==> src/rtl/syncfifo_flex_if.sv <==
// Handshake bundle for syncfifo_flex: write side, read side, flush and status.
// The FIFO uses the slave modport; the producer/consumer side uses master.
interface syncfifo_flex_if #(
  parameter int DSIZE = 8,
  parameter int ASIZE = 4
);
  logic             flush;
  logic             winc;
  logic [DSIZE-1:0] wdata;
  logic             wfull;
  logic             walmost_full;
  logic             rinc;
  logic [DSIZE-1:0] rdata;
  logic             rvalid;
  logic             rempty;
  logic             ralmost_empty;
  logic [ASIZE:0]   count;
  logic             overflow;
  logic             underflow;

  modport master (
    output flush, winc, wdata, rinc,
    input  wfull, walmost_full, rdata, rvalid, rempty, ralmost_empty,
           count, overflow, underflow
  );

  modport slave (
    input  flush, winc, wdata, rinc,
    output wfull, walmost_full, rdata, rvalid, rempty, ralmost_empty,
           count, overflow, underflow
  );
endinterface

==> src/rtl/syncfifo_flex.sv <==
// Single-clock FIFO with registered or first-word-fall-through read, programmable
// almost-full/almost-empty levels, occupancy count, sticky error flags and sync flush.
module syncfifo_flex #(
  parameter int DSIZE      = 8,
  parameter int ASIZE      = 4,
  parameter int FWFT       = 0,
  parameter int AFULL_LVL  = 2**ASIZE - 2,
  parameter int AEMPTY_LVL = 2
) (
  input logic           clk,
  input logic           rst_n,
  syncfifo_flex_if.slave fif
);
  localparam int DEPTH = 2**ASIZE;
  localparam logic [ASIZE:0] DEPTH_C  = DEPTH[ASIZE:0];
  localparam logic [ASIZE:0] AFULL_C  = AFULL_LVL[ASIZE:0];
  localparam logic [ASIZE:0] AEMPTY_C = AEMPTY_LVL[ASIZE:0];
  localparam logic [ASIZE:0] PTR_ONE  = {{ASIZE{1'b0}}, 1'b1};

  generate
    if (AFULL_LVL < 1 || AFULL_LVL > DEPTH) begin : g_bad_afull
      $error("syncfifo_flex: AFULL_LVL must be within 1..DEPTH");
    end
    if (AEMPTY_LVL < 0 || AEMPTY_LVL > DEPTH - 1) begin : g_bad_aempty
      $error("syncfifo_flex: AEMPTY_LVL must be within 0..DEPTH-1");
    end
  endgenerate

  logic [DSIZE-1:0] mem [DEPTH];
  logic [ASIZE:0]   wptr_reg, rptr_reg, count_reg, count_next;
  logic             wfull_reg, walmost_full_reg, rempty_reg, ralmost_empty_reg;
  logic             overflow_reg, underflow_reg;
  logic             wr_acc, rd_acc;

  assign wr_acc = fif.winc && !wfull_reg;
  assign rd_acc = fif.rinc && !rempty_reg;

  always_comb begin
    count_next = count_reg;
    if (wr_acc && !rd_acc)
      count_next = count_reg + PTR_ONE;
    else if (!wr_acc && rd_acc)
      count_next = count_reg - PTR_ONE;
  end

  // Reset and flush return the control state to the same empty condition.
  always_ff @(posedge clk) begin
    if (!rst_n || fif.flush) begin
      wptr_reg          <= '0;
      rptr_reg          <= '0;
      count_reg         <= '0;
      wfull_reg         <= 1'b0;
      walmost_full_reg  <= 1'b0;
      rempty_reg        <= 1'b1;
      ralmost_empty_reg <= 1'b1;
      overflow_reg      <= 1'b0;
      underflow_reg     <= 1'b0;
    end else begin
      if (wr_acc) wptr_reg <= wptr_reg + PTR_ONE;
      if (rd_acc) rptr_reg <= rptr_reg + PTR_ONE;
      count_reg         <= count_next;
      wfull_reg         <= (count_next == DEPTH_C);
      walmost_full_reg  <= (count_next >= AFULL_C);
      rempty_reg        <= (count_next == '0);
      ralmost_empty_reg <= (count_next <= AEMPTY_C);
      if (fif.winc && wfull_reg)  overflow_reg  <= 1'b1;
      if (fif.rinc && rempty_reg) underflow_reg <= 1'b1;
    end
  end

  always_ff @(posedge clk) begin
    if (wr_acc && rst_n && !fif.flush)
      mem[wptr_reg[ASIZE-1:0]] <= fif.wdata;
  end

  generate
    if (FWFT == 0) begin : g_reg_read
      logic [DSIZE-1:0] rdata_reg;
      logic             rvalid_reg;
      // Flush only drops rvalid; rdata keeps the last word that was read.
      always_ff @(posedge clk) begin
        if (!rst_n) begin
          rdata_reg  <= '0;
          rvalid_reg <= 1'b0;
        end else if (fif.flush) begin
          rvalid_reg <= 1'b0;
        end else begin
          rvalid_reg <= rd_acc;
          if (rd_acc) rdata_reg <= mem[rptr_reg[ASIZE-1:0]];
        end
      end
      assign fif.rdata  = rdata_reg;
      assign fif.rvalid = rvalid_reg;
    end else begin : g_fwft_read
      assign fif.rdata  = mem[rptr_reg[ASIZE-1:0]];
      assign fif.rvalid = !rempty_reg;
    end
  endgenerate

  assign fif.count         = count_reg;
  assign fif.wfull         = wfull_reg;
  assign fif.walmost_full  = walmost_full_reg;
  assign fif.rempty        = rempty_reg;
  assign fif.ralmost_empty = ralmost_empty_reg;
  assign fif.overflow      = overflow_reg;
  assign fif.underflow     = underflow_reg;
endmodule

==> src/flat_wrapper.sv <==
// flat-port wrapper written by rule: the top's interface ports become plain ports
module syncfifo_flex_flat 
#(
  parameter int DSIZE      = 8,
  parameter int ASIZE      = 4,
  parameter int FWFT       = 0,
  parameter int AFULL_LVL  = 2**ASIZE - 2,
  parameter int AEMPTY_LVL = 2
)
  (clk, rst_n, fif_flush, fif_winc, fif_wdata, fif_rinc, fif_wfull, fif_walmost_full, fif_rdata, fif_rvalid, fif_rempty, fif_ralmost_empty, fif_count, fif_overflow, fif_underflow);
  syncfifo_flex_if #(.DSIZE(DSIZE), .ASIZE(ASIZE)) fif_i ();
  input logic clk;
  input logic rst_n;
  input wire logic [$bits(fif_i.flush)-1:0] fif_flush;
  input wire logic [$bits(fif_i.winc)-1:0] fif_winc;
  input wire logic [$bits(fif_i.wdata)-1:0] fif_wdata;
  input wire logic [$bits(fif_i.rinc)-1:0] fif_rinc;
  output wire logic [$bits(fif_i.wfull)-1:0] fif_wfull;
  output wire logic [$bits(fif_i.walmost_full)-1:0] fif_walmost_full;
  output wire logic [$bits(fif_i.rdata)-1:0] fif_rdata;
  output wire logic [$bits(fif_i.rvalid)-1:0] fif_rvalid;
  output wire logic [$bits(fif_i.rempty)-1:0] fif_rempty;
  output wire logic [$bits(fif_i.ralmost_empty)-1:0] fif_ralmost_empty;
  output wire logic [$bits(fif_i.count)-1:0] fif_count;
  output wire logic [$bits(fif_i.overflow)-1:0] fif_overflow;
  output wire logic [$bits(fif_i.underflow)-1:0] fif_underflow;
  assign fif_i.flush = fif_flush;
  assign fif_i.winc = fif_winc;
  assign fif_i.wdata = fif_wdata;
  assign fif_i.rinc = fif_rinc;
  assign fif_wfull = fif_i.wfull;
  assign fif_walmost_full = fif_i.walmost_full;
  assign fif_rdata = fif_i.rdata;
  assign fif_rvalid = fif_i.rvalid;
  assign fif_rempty = fif_i.rempty;
  assign fif_ralmost_empty = fif_i.ralmost_empty;
  assign fif_count = fif_i.count;
  assign fif_overflow = fif_i.overflow;
  assign fif_underflow = fif_i.underflow;
  syncfifo_flex #(.DSIZE(DSIZE), .ASIZE(ASIZE), .FWFT(FWFT), .AFULL_LVL(AFULL_LVL), .AEMPTY_LVL(AEMPTY_LVL)) u_core (.clk(clk), .rst_n(rst_n), .fif(fif_i));
endmodule
==> config.mk <==
export PLATFORM = sky130hd
export DESIGN_NAME = syncfifo_flex_flat
export DESIGN_NICKNAME = d
export VERILOG_FILES = /design/src/rtl/syncfifo_flex_if.sv /design/src/rtl/syncfifo_flex.sv /design/src/flat_wrapper.sv
export SDC_FILE = /design/constraint.sdc
export NUM_CORES = 1
export LEC_CHECK = 0
export BUFFER_PORTS_ARGS = -buffer_cell sky130_fd_sc_hd__buf_2
export CORE_UTILIZATION = 54
export CTS_CLUSTER_DIAMETER = 200
export DETAILED_ROUTE_END_ITERATION = 10
export GPL_TIMING_DRIVEN = 0
export PLACE_DENSITY = 0.78
export SLEW_MARGIN = 15
export SYNTH_ARGS = -nofsm -noshare
export SYNTH_HDL_FRONTEND = slang
export SYNTH_SLANG_ARGS = --single-unit
==> constraint.sdc <==
create_clock -name clk -period 2 [get_ports clk]
set_input_delay 0.6 -clock clk [delete_from_list [all_inputs] [get_ports clk]]
set_output_delay 0.6 -clock clk [all_outputs]
set_load 0.05 [all_outputs]
# After elaboration in Yosys (flattened, before gate mapping)
# Memory sizes are Yosys's and may differ from the RTL's. A register that Yosys moved wholly into a read port is not among the register bits.
# Cells that the tools add are included.
# op_classes
addsub,4
div_mod_pow,0
order_cmp,2
n_mux,4
bitwise_logic,2
shift,0
reduce_logical,19
multipliers,0
eq_ne,1
# ops
op,n
$add 5x1->5 const B,3
$mux 5,2
$logic_and 1x1->1,8
$logic_not 1->1,7
$eq 5x5->1 const B,1
$ge 5x4->1 const B,1
$le 5x2->1 const B,1
$logic_not 5->1,1
$sub 5x1->5 const B,1
$mux 1,2
$not 1->1,2
$reduce_and 2->1,1
$reduce_or 2->1,1
$logic_or 1x1->1,1
# word_totals
word_cells,43
n_memories,1
romBits,0
output_inout_bits,20
input_bits,13
ff_bits,22
latchBits,0
mem_bits_rw,128
# memory_table
name,words,width,rd,rd_ports_with_merged_regs,write_ports,line,text
u_core.mem,16,8,1,1,1,syncfifo_flex.sv:29,logic [DSIZE-1:0] mem [DEPTH];

# Longest topological paths before layout
# depth
depth_word,7
depth_mapped,8
ltp_nobuf,7

# Least setup slack after synthesis
# OpenSTA, ideal clock, no wires.
# synth_timing
path_type,input -> register
startpoint,input port rst_n
endpoint,memory u_core.mem[1][0] (enable)
setup_time_ns,0.370
path_buffers,2
path_slack_ns,-0.048
stages,5
required_ns,1.630
arrival_ns,1.678
cell_sequence,buf_6 -> nand2b_1 -> buf_12 -> or3_1 -> nor2_1
# synth_between
elab_chain_len,4
# synth_lines
item,line,text
start: declaration,flat_wrapper.sv:13,input logic rst_n;
$logic_and 1x1->1 (2 in series),syncfifo_flex.sv:72,if (wr_acc && rst_n && !fif.flush)
$mux 1,syncfifo_flex.sv:72,
$mux 1 (implied by the code),syncfifo_flex.sv:73,mem[wptr_reg[ASIZE-1:0]] <= fif.wdata;
end: declaration,syncfifo_flex.sv:29,
# No other way between the ends.

# Worst setup path in the final report
# layout_timing
startpoint,input port rst_n
endpoint,memory u_core.mem[7][0] (enable)
# The elaborated chain is that of the path after synthesis.

==> impl_metrics.env <==
export IMPL_grt_pass1_vias=3381
export IMPL_p_per_area_mw_per_mm2=945
export IMPL_rows=39
export IMPL_critPathMaxFanout=10
export IMPL_synth_edf_count=128
export IMPL_slew_headroom=0.464
export IMPL_areaGrowthSynthToFinish_pct=14.8
export IMPL_required_ns=2.05
export IMPL_yosysTopAreaCell="edfxtp_1"
export IMPL_grt_usage=0.231
export IMPL_synth_seq_area_share=0.699
export IMPL_avgViaCountPerCell=6.00
export IMPL_hold_path_class="primary input to register"
export IMPL_worst_slew_pin_slew_ns=0.801
export IMPL_post_place_ws_ns=-0.518
export IMPL_synth_area_leaders="edfxtp_1 (61%), dfxtp_1 (8.9%), mux4_2 (8.2%)"
export IMPL_synth_xor_area_share=0.0151
export IMPL_rsz0062_at_grt="true"
export IMPL_drc=0
export IMPL_overflow=0
export IMPL_place_area_mm2=0.00664
export IMPL_drt_pass1_iter_count=4
export IMPL_crit_arrival_ns=2.13
export IMPL_drv_cap=0
export IMPL_run_status="finished with violations"
export IMPL_post_route_min_period_ns=2.09
export IMPL_wl_mm=12.5
export IMPL_cts_path_max_buffers=2
export IMPL_postSynthNetCount=381
export IMPL_layout_nets=432
export IMPL_cts_hold_buf=0
export IMPL_synth_top_family_by_area="multiplexers"
export IMPL_gp_congestion=0.843
export IMPL_antenna_found_initial=0
export IMPL_yosys_area_share_simple=0.0639
export IMPL_power_leakage_nw=2.46
export IMPL_layout_setup_ws_ns=-0.0863
export IMPL_die_area_mm2=0.0121
export IMPL_hold_viol_final=0
export IMPL_yosys_warnings=0
export IMPL_grt_pass1_wl_mm=18.9
export IMPL_synth_adder_area_share=0.0139
export IMPL_critPathKind="primary input to register"
export IMPL_synthFlopType="edfxtp_1"
export IMPL_ir_drop_mv=0.842
export IMPL_cts_tree="yes"
export IMPL_regArea_mm2=0.00440
export IMPL_ys_ff_latch=156
export IMPL_ios=33
export IMPL_yosysTopAreaCellShare=0.610
export IMPL_initial_core_util=0.552
export IMPL_yosysMostFrequentCell="edfxtp_1"
export IMPL_numCtsBuffers=17
export IMPL_final_setup_skew_ns=0.00534
export IMPL_clk_insertion_delay_late_ns=0.42
export IMPL_cts_htree_levels=4
export IMPL_min_period_over_period=1.04
export IMPL_synth_cell_types=44
export IMPL_core_area_mm2=0.0114
export IMPL_port_buffer_count=31
export IMPL_worstSetupStartpointType="primary input"
export IMPL_setup_viol_count_final=24
export IMPL_drt_iter0_markers=307
export IMPL_fp_dieH_um=110
export IMPL_synth_mux_area_frac=0.122
export IMPL_synth_commonest_cells="edfxtp_1 (128), nor2_1 (31), dfxtp_1 (28), mux4_2 (23), nand2_1 (23)"
export IMPL_clockRootBuffer="clkbuf_16"
export IMPL_postLayoutCellArea_mm2=0.00723
export IMPL_dpl_hpwl_mm=8.15
export IMPL_grt_max_degree=17
export IMPL_vias=3410
export IMPL_die_width_um=110
export IMPL_fmax_ghz=0.479
export IMPL_multi_input_area_mm2=0.00171
export IMPL_synth_area_per_cell_um2=17.5
export IMPL_drtAntennaViolNets=0
export IMPL_drv_slew=0
export IMPL_clkSinkCount=156
export IMPL_n_fill_cell=812
export IMPL_synth_compound_area_frac=0.0528
export IMPL_fin_tns_setup_ns=-1.67
export IMPL_critPathCaptureType="register"
export IMPL_drive_gt1_frac=0.285
export IMPL_post_drt_wl_per_cell_um=22.1
export IMPL_synthesis_area_mm2=0.00630
export IMPL_syn_inst=361
export IMPL_antenna_cells=0
export IMPL_post_place_cells=535
export IMPL_clk_pin_slew_worst_paths_ns=0.06
export IMPL_finalNonFillerCells=568
export IMPL_async_reset_ff_frac=0
export IMPL_whs_ns=0.441
export IMPL_largest_register_ff_count=128
export IMPL_violations="setup timing"
metrics by stage:
step | utilization | power, mW
final | 0.633 | 6.84
after global routing | 0.633 | 7.03
after CTS | 0.632 | 6.86
after detailed placement | 0.581 | 3.87
after global placement | 0.581 | 3.86
after floorplan | - | 3.77
final timing paths:
kind	to	slack, ns	cells after the start	startpoint
setup / recovery	u_core.mem[7][0]$_DFFE_PP_	-0.09	4	rst_n
hold / removal	u_core.fif.underflow$_SDFFE_PP0P_	0.44	3	fif_rinc
setup reg to reg	u_core.fif.rdata[0]$_SDFFE_PN0P_	0.11	6	u_core.rptr_reg[0]$_SDFFE_PP0N_
hold reg to reg	u_core.fif.rdata[2]$_SDFFE_PN0P_	0.45	2	u_core.fif.rdata[2]$_SDFFE_PN0P_
worst max-delay path, stage by stage:
cell and delay, ns:
buf_6 0.11, nor2b_1 0.47, nand3b_1 0.28, nor2_1 0.68
layout make-up:
type / instances / share of cell area
Sequential cell: 156 / 0.609
Multi-Input combinational cell: 182 / 0.236
Clock buffer: 17 / 0.0588
Buffer: 18 / 0.0270
Tap cell: 143 / 0.0247
Timing Repair Buffer: 32 / 0.0225
Clock inverter: 15 / 0.0192
Inverter: 5 / 0.00260
timing repair:
item / in CTS / in global routing
pin swaps: 0 / 1
setup endpoints to repair: 80 / 69
gates resized for setup: 6 / 8
setup buffers: 0 / 1
cell families after synthesis:
family                   Yosys count
multiplexers                      33
AO/OA/AOI/OAI                     48
flip-flops                       156
XOR/XNOR                          10
buffers and inverters             23
adder cells (fa/ha/maj)            7
AND/OR/NAND/NOR                   84
layer usage:
metal / GRT usage / wire, um
met5: 0 / 0
met4: 0.113 / 381
met3: 0.0817 / 951
met2: 0.354 / 5950
met1: 0.293 / 5260
placed cells by master (no fill, tap or decap), types with 2 or more instances in the layout:
cell type	n
mux4_2	24
nand3_1	5
buf_6	5
buf_2	34
clkdlybuf4s25_2	2
xnor2_1	4
nand2_1	23
buf_4	2
or3_1	3
nand4_1	3
o22ai_1	2
a21oi_1	5
clkinv_2	3
edfxtp_1	128
nor2_1	20
buf_12	3
o21ai_1	17
ha_1	7
inv_1	5
nand3b_1	2
and2_1	3
nor2b_1	3
inv_6	5
nand2b_1	4
clkinv_4	4
clkinvlp_4	2
clkbuf_16	17
clkbuf_8	2
xor2_1	5
dfxtp_1	28
nor2_2	11
mux4_1	8
a22o_1	16
nor3_1	2
report_power, final:
part           internal, mW  switching (mW)  total (mW)
clock network          1.73            1.30        3.03
registers              3.53          0.0121        3.54
logic                0.0869           0.181       0.268
total                  5.34            1.49        6.84
Power figures use the tool's default switching activity.
